`config.mk`:
```
export PLATFORM = sky130hd
export DESIGN_NAME = cla_seq_wide_adder
export DESIGN_NICKNAME = d
export VERILOG_FILES = /design/src/rtl/cla_seq_wide_adder.sv
export SDC_FILE = /design/constraint.sdc
export NUM_CORES = 1
export LEC_CHECK = 0
export BUFFER_PORTS_ARGS = -buffer_cell sky130_fd_sc_hd__buf_2
export CORE_MARGIN = 4
export CORE_UTILIZATION = 50
export DETAILED_ROUTE_END_ITERATION = 12
export PLACE_DENSITY = 0.74
export SLEW_MARGIN = 30
export SYNTH_ARGS = -nofsm -noshare
export SYNTH_HDL_FRONTEND = slang
export SYNTH_SLANG_ARGS = --single-unit
```
`constraint.sdc`:
```
create_clock -name clk -period 3.5 [get_ports clk]
set_clock_uncertainty 0.05 [all_clocks]
set_input_delay 0.175 -clock clk [delete_from_list [all_inputs] [get_ports clk]]
set_output_delay 0.175 -clock clk [all_outputs]
set_load 0.02 [all_outputs]
```
`src/rtl/cla_seq_wide_adder.sv`:
```
// Wide adder that walks NBIT-bit chunks through one decomposed carry-lookahead
// adder, LSB chunk first, with valid/ready handshakes on both sides.

module gen_cla_decomposed #(
    parameter int unsigned NBIT = 7
) (
    input  logic [NBIT-1:0] a,
    input  logic [NBIT-1:0] b,
    input  logic            c_in,
    output logic [NBIT:0]   s
);
    logic [NBIT-1:0] g;
    logic [NBIT-1:0] p;
    logic [NBIT:0]   c;
    logic            acc;
    logic            term;

    assign g = a & b;
    assign p = a ^ b;

    // Each carry is the flat sum-of-products of generate/propagate terms, not a ripple chain.
    always_comb begin
        c    = '0;
        acc  = 1'b0;
        term = 1'b0;
        c[0] = c_in;
        for (int i = 0; i < int'(NBIT); i++) begin
            acc = c_in;
            for (int k = 0; k <= i; k++) acc = acc & p[k];
            for (int j = 0; j <= i; j++) begin
                term = g[j];
                for (int k = j + 1; k <= i; k++) term = term & p[k];
                acc = acc | term;
            end
            c[i+1] = acc;
        end
    end

    assign s = {c[NBIT], p ^ c[NBIT-1:0]};
endmodule

module cla_seq_wide_adder #(
    parameter int unsigned NBIT   = 7,
    parameter int unsigned NCHUNK = 4,
    localparam int unsigned W     = NBIT * NCHUNK
) (
    input  logic         clk,
    input  logic         rst,
    input  logic         in_valid,
    output logic         in_ready,
    input  logic [W-1:0] a,
    input  logic [W-1:0] b,
    input  logic         c_in,
    output logic         out_valid,
    input  logic         out_ready,
    output logic [W-1:0] sum,
    output logic         c_out,
    output logic         busy
);
    localparam int unsigned CNT_W = (NCHUNK > 1) ? $clog2(NCHUNK) : 1;

    typedef enum logic [1:0] {IDLE, RUN, DONE} state_t;

    state_t          state_q;
    state_t          state_d;
    logic [W-1:0]    op_a;
    logic [W-1:0]    op_b;
    logic            carry_q;
    logic [CNT_W-1:0] cnt_q;
    logic [NBIT:0]   chunk_s;
    logic [W-1:0]    sum_shift;
    logic            last_chunk;

    gen_cla_decomposed #(.NBIT(NBIT)) u_cla (
        .a    (op_a[NBIT-1:0]),
        .b    (op_b[NBIT-1:0]),
        .c_in (carry_q),
        .s    (chunk_s)
    );

    assign last_chunk = (cnt_q == CNT_W'(NCHUNK - 1));
    // New chunk enters at the top so the LSB chunk ends up at the bottom after NCHUNK shifts.
    assign sum_shift  = (sum >> NBIT) | (W'(chunk_s[NBIT-1:0]) << (W - NBIT));

    assign in_ready  = (state_q == IDLE);
    assign out_valid = (state_q == DONE);
    assign busy      = (state_q != IDLE);

    always_ff @(posedge clk or posedge rst) begin
        if (rst) state_q <= IDLE;
        else     state_q <= state_d;
    end

    always_comb begin
        state_d = state_q;
        case (state_q)
            IDLE:    if (in_valid)   state_d = RUN;
            RUN:     if (last_chunk) state_d = DONE;
            DONE:    if (out_ready)  state_d = IDLE;
            default: state_d = IDLE;
        endcase
    end

    // Operand shift registers, inter-chunk carry and result accumulation.
    always_ff @(posedge clk or posedge rst) begin
        if (rst) begin
            op_a    <= '0;
            op_b    <= '0;
            carry_q <= 1'b0;
            cnt_q   <= '0;
            sum     <= '0;
            c_out   <= 1'b0;
        end else begin
            case (state_q)
                IDLE: begin
                    if (in_valid) begin
                        op_a    <= a;
                        op_b    <= b;
                        carry_q <= c_in;
                        cnt_q   <= '0;
                    end
                end
                RUN: begin
                    op_a    <= op_a >> NBIT;
                    op_b    <= op_b >> NBIT;
                    sum     <= sum_shift;
                    carry_q <= chunk_s[NBIT];
                    cnt_q   <= cnt_q + CNT_W'(1);
                    if (last_chunk) c_out <= chunk_s[NBIT];
                end
                default: ;
            endcase
        end
    end
endmodule

```
==> results of run 1 <==
-- power by group through the flow --
stage	clock (mW)	combinational [mW]	sequential (mW)
CTS	0.760	1.91	1.81
global placement	0	1.84	1.81
detailed placement	0	1.90	1.83
global route	0.801	2.13	1.87
floorplan	0	1.36	1.87
finish	0.742	1.89	1.81
-- per-stage QoR --
stage                     instances  cell area [um2]   util
after floorplan                 461             4360      -
after global placement          631             4840  0.580
after detailed placement        631             4840  0.580
after CTS                       657             5140  0.617
after global routing            657             5150  0.617
final                           657             5150  0.617
-- metal layers --
metal | track usage | vias up | routed length, um
met5 | 0 | - | 0
met4 | 0.0644 | 0 | 128
met3 | 0.0448 | 11 | 580
met2 | 0.318 | 99 | 4860
met1 | 0.285 | 1734 | 4620
li1 | - | 1761 | -
-- layout by cell type (no fill, tap or decap), types with 3 or more instances in the layout --
master,count
a21oi_1,53
a22o_1,9
a22oi_1,31
and3b_1,11
buf_2,92
buf_4,8
clkbuf_8,12
dfrtp_1,88
dlygate4sd3_1,10
ha_1,9
inv_1,4
nand2_1,92
nand2b_1,3
nor2_1,5
nor2b_1,38
o21ai_0,50
o21ai_1,5
xnor2_1,3
-- worst min-delay path by stage --
stage | start | endpoint | slack, ps | cells past startpoint
global placement | rst | sum[10] | 260 | 3
finish | b[7] | op_b[7] | 40 | 3
floorplan | out_ready | state_q[1] | 230 | 1
detailed placement | rst | sum[6] | 270 | 3
CTS | b[7] | op_b[7] | 20 | 3
global route | b[7] | op_b[7] | 40 | 3
-- state kept, by name (all words and copies together) (netlist names) --
name and count:
c_out 1, carry_q 1, cnt_q 2, op_a 28
op_b 28, state_q 2, sum 28
-- area by class of cell --
class / instances / area [um2]
Sequential cell: 90 / 2250
Clock inverter: 2 / 35.0
Fill cell: 733 / 3190
Clock buffer: 14 / 173
Tap cell: 105 / 131
Timing Repair Buffer: 110 / 621
Inverter: 5 / 20.0
Multi-Input combinational cell: 331 / 1910
-- timing repair --
item                                   4_1_cts  5_1_grt
endpoints found under the hold margin       99        0
hold buffers                                10        0
gates resized for setup                      0        0
-- worst max-delay path, stage by stage (launching register included) --
cell	delay, ps
dfrtp_2	600
buf_4	320
nor2b_2	550
buf_4	370
a21oi_1	100
o21ai_0	150
-- cells by family after synthesis --
family          after synthesis
mux                           1
fa+ha+maj                    10
compound gates              157
xor+xnor                      3
buf+inv                      40
flops                        90
simple gates                160
==> metrics, run 1 <==
status complete, no violations; Leakage Power 2.53 nW; reg2reg setup slack 1250 ps; Mean Syn Cell Area 9.45 um2; register share of total power 0.408; core area 8340 um2; Pwr Total 4.45 mW; Initial Util 0.522; worst-case reg-to-reg path depth 5; clock root cell clkbuf_8; top-count cell post-synth nand2_1; Comb pwr share 0.425; Yosys cell types 35; adder-cell share of the synthesized area 0.0304; crit share post-route 0.642; P_sw 1.87 mW; post-synthesis sequential area ratio 0.517; die area 10300 um2; worst hold slack 37.3 ps; Total Neg Setup Slack 0 ps; Slew @ Worst Pin 742 ps; ys flop type dfrtp_1; Initial DRC Count 241; vias in the first global route 3467; worst skew pair latency 350 ps; WS Path Type register to register; Vias 3605; Synth Area in Compound Gates 0.217; post-DP HPWL 6.86 mm; die height 101 um; pin count of the biggest net entering global routing 58; Worst-path clk slew 90 ps; VDD IR max 0.331 mV; RSZ-0062 raised after global routing false; Synth async-reset ratio 1.00; final setup fails 0; area share of the largest cell type after synthesis 0.517; TritonCTS Buffers 9; GRT overflow 0; IO Count 93; CP required 3730 ps; Mapped Nets 532; crit path launch state_q[1]; input/output buffers 92; Avg WL per Cell 15.5 um; Place WS 1300 ps; Crit. End Element register; CTS tree done; share of synthesized area spent on multiplexers 0.00230; register bit count reported by yosys 90; Achievable Freq 0.445 GHz; Yosys top cell by area dfrtp_1; Cell Rows 33; YS warnings 0; largest family of logic cells by synthesized area compound AO/OA/AOI/OAI gates; synthesized area 4360 um2; Routed WL 10.2 mm; first-pass GRT wire length 16.8 mm; Hold Fails Final Rpt 0; die width 101 um; worst-path maximum fanout 30; Area Overhead vs Synth 18.1%; initial antenna violation count 0; post-route setup slack 1250 ps; crit path capture op_b[21]; Bufs on Longest Clock Path 2; Post-Synth Simple-Gate Area 0.182; H-tree levels 3; clk sink count 90; Worst Path Arrival 2470 ps; Post-synth top cells nand2_1, dfrtp_1, a21oi_1; Post-CTS Setup Bufs 0; Sw Ratio 0.420; Pwr Density 865 nW/um2; slew margin rel. 0.504; GRT Util Overall 0.204; xor/xnor share of the synthesized area 0.00603; ant diodes 0; Vias/cell 5.49; R2R Path Start state_q[1]; min cycle time layout 2250 ps; clock network power share 0.167; Post-DRT Antenna Nets 0; Slew Limit Fails 0; worst flop-to-flop path endpoint op_b[21]; Synth area leaders dfrtp_1, nand2_1, a21oi_1, o21ai_0, nor2b_1; Synth Instances 461; drt pass-1 iters 5; final net count 618; DRC viols 0; layout cells sized above 1 0.225; cell-internal power 2.58 mW; EDFF count, synth 0; worst min path class input port to register; GPL Wtd Cong 0.773; # Max-Cap Violations 0; Critical Path Source Type register
Note: power is estimated with default switching activity, not from simulation.
==> run 2, diff against run 1 <==
--- a/config.mk
+++ b/config.mk
@@ -7,9 +7,9 @@
 export LEC_CHECK = 0
 export BUFFER_PORTS_ARGS = -buffer_cell sky130_fd_sc_hd__buf_2
 export CORE_MARGIN = 4
-export CORE_UTILIZATION = 50
+export CORE_UTILIZATION = 49
 export DETAILED_ROUTE_END_ITERATION = 12
-export PLACE_DENSITY = 0.74
+export PLACE_DENSITY = 0.76
 export SLEW_MARGIN = 30
 export SYNTH_ARGS = -nofsm -noshare
 export SYNTH_HDL_FRONTEND = slang
==> constraint.sdc (replaced) <==
create_clock -name clk -period 1.9 [get_ports clk]
set_clock_uncertainty 0.05 [all_clocks]
set_input_delay 0.095 -clock clk [delete_from_list [all_inputs] [get_ports clk]]
set_output_delay 0.095 -clock clk [all_outputs]
set_load 0.02 [all_outputs]
==> run 2 against run 1 <==
  * The flow now finishes with violations (setup timing)
  * Design area is 6.7% higher
  * First-iteration DRC count is 10% lower
  * Critical endpoint is now sum[25]
  * Via count grew 4.4%
  * Sequential power is 81% higher
  * Largest cell class unchanged
  * Worst hold slack got worse by 32 ps
  * Critical path depth grew 3
  * Cell count increased by 5.3%
  * Largest power group unchanged
  * Wire length is 3.8% higher
==> metrics, run 2 (synthesis gave the netlist of run 1 again) <==
DRC viols 0 (unchanged); die height 102 um (was 101 um); die width 102 um (was 101 um); drt pass-1 iters 7 (was 5); Cell Rows 34 (was 33); Worst Path Arrival 2080 ps (was 2470 ps); Bufs on Longest Clock Path 2 (unchanged); WS Path Type register to register (unchanged); CTS tree done (unchanged); Vias 3762 (was 3605); clk sink count 90 (unchanged); # Max-Cap Violations 0 (unchanged); Slew @ Worst Pin 578 ps (was 742 ps); Vias/cell 5.44 (was 5.49); GRT overflow 0 (unchanged); IO Count 93 (unchanged); RSZ-0062 raised after global routing true (was false); status finished, violations left (was complete, no violations); clock root cell clkbuf_8 (unchanged); Pwr Density 1550 nW/um2 (was 865 nW/um2); Total Neg Setup Slack -1.21 ps (was 0 ps); Routed WL 10.6 mm (was 10.2 mm); GRT Util Overall 0.211 (was 0.204); Slew Limit Fails 0 (unchanged); TritonCTS Buffers 9 (unchanged); GPL Wtd Cong 0.855 (was 0.773); final net count 651 (was 618); Post-DRT Antenna Nets 0 (unchanged); Crit. End Element register (unchanged); worst skew pair latency 340 ps (was 350 ps); # fillers 744 (was 733); worst min path class input port to register (unchanged); design area 5490 um2 (was 5150 um2); Leakage Power 2.67 nW (was 2.53 nW); commonest non-fill, non-tap cells in the layout buf_2, nand2_1, dfrtp_1, a21oi_1, o21ai_0 (was nand2_1, buf_2, dfrtp_1, a21oi_1, o21ai_0); placed cell areas 4920 um2 (was 4840 um2); Non-Filler Instances 692 (was 657); slew margin rel. 0.614 (was 0.504); min cycle time layout 1900 ps (was 2250 ps); Initial Util 0.502 (was 0.522); pin count of the biggest net entering global routing 91 (was 58); Initial DRC Count 216 (was 241); CP required 2070 ps (was 3730 ps); final setup fails 2 (was 0); Achievable Freq 0.526 GHz (was 0.445 GHz); failing checks setup timing; commonest non-fill, non-tap cell in the layout buf_2; Hold Fails Final Rpt 0 (unchanged); VDD IR max 0.689 mV (was 0.331 mV); H-tree levels 3 (unchanged); core area 8680 um2 (was 8340 um2); die area 10500 um2 (was 10300 um2); crit share post-route 1.00 (was 0.642); input/output buffers 92 (unchanged); Place WS -57.4 ps (was 1300 ps); layout cells sized above 1 0.235 (was 0.225); Critical Path Source Type register (unchanged); Avg WL per Cell 15.3 um (was 15.5 um); first-pass GRT wire length 17.8 mm (was 16.8 mm); worst-path maximum fanout 2 (was 30); post-DP HPWL 6.89 mm (was 6.86 mm); initial antenna violation count 0 (unchanged); ant diodes 0 (unchanged); post-route setup slack -0.688 ps (was 1250 ps); Area Overhead vs Synth 26.0% (was 18.1%); Top Registers op_a (28), op_b (28), sum (28) (unchanged); vias in the first global route 3719 (was 3467); placed instance count 641 (was 631); Worst-path clk slew 80 ps (was 90 ps)
run 2: worst max-delay path: stages (launching register included):
cell	delay, ps
dfrtp_1	380
ha_1	300
ha_2	180
o211ai_1	250
buf_4	160
buf_4	100
nand2_2	60
a211oi_2	210
o31ai_1	100
run 2: per-layer routing:
| metal | wire length (um) | track usage |
|---|---|---|
| met5 | 0 | 0 |
| met3 | 582 | 0.0314 |
| met1 | 4700 | 0.292 |
| met4 | 233 | 0.0706 |
| met2 | 5060 | 0.344 |
run 2: final cells by class:
type                       count  area (um2)  area share
clock inverter                 3        65.1      0.0118
tap                          108         135      0.0246
inverter                       5        22.5     0.00410
clock buffer                  12         135      0.0246
timing repair buffer         143         951       0.173
sequential                    90        2250       0.411
multi-input combinational    331        1930       0.351
run 2: power breakdown:
| group | switching (mW) | internal, mW | total [mW] |
|---|---|---|---|
| Clock | 0.629 | 0.735 | 1.36 |
| Combinational | 2.30 | 1.54 | 3.85 |
| Sequential | 0.585 | 2.69 | 3.28 |
| Total | 3.52 | 4.97 | 8.49 |
run 2: path summary, 6_finish.rpt:
| kind | startpoint | to | slack (ps) | depth (start not counted) |
|---|---|---|---|---|
| worst max register to register | op_a[0] | sum[25] | -0.7 | 8 |
| worst max-delay path | op_a[0] | sum[25] | -0.7 | 8 |
| worst min-delay path | b[11] | op_b[11] | 5 | 3 |
| worst min register to register | sum[4] | sum[4] | 420 | 2 |
| max in group asynchronous | rst | state_q[0] | 1040 | 4 |
| min in group asynchronous | rst | sum[13] | 370 | 4 |
run 2: what timing repair did:
item	in CTS	in global routing
hold buffers	33	0
pin swaps	5	5
resized for setup	1	5
buffers inserted	3	0
setup endpoints to repair	1	7
hold endpoints to repair	122	0
run 2: metrics by stage:
step | power, mW | hold slack (ps) | util
4_1_cts | 8.47 | 2.11 | 0.631
3_3_place_gp | 6.87 | 217 | 0.567
6_report | 8.49 | 4.99 | 0.633
5_1_grt | 9.19 | 21.4 | 0.633
2_1_floorplan | 5.95 | 153 | -
3_5_place_dp | 7.03 | 216 | 0.567
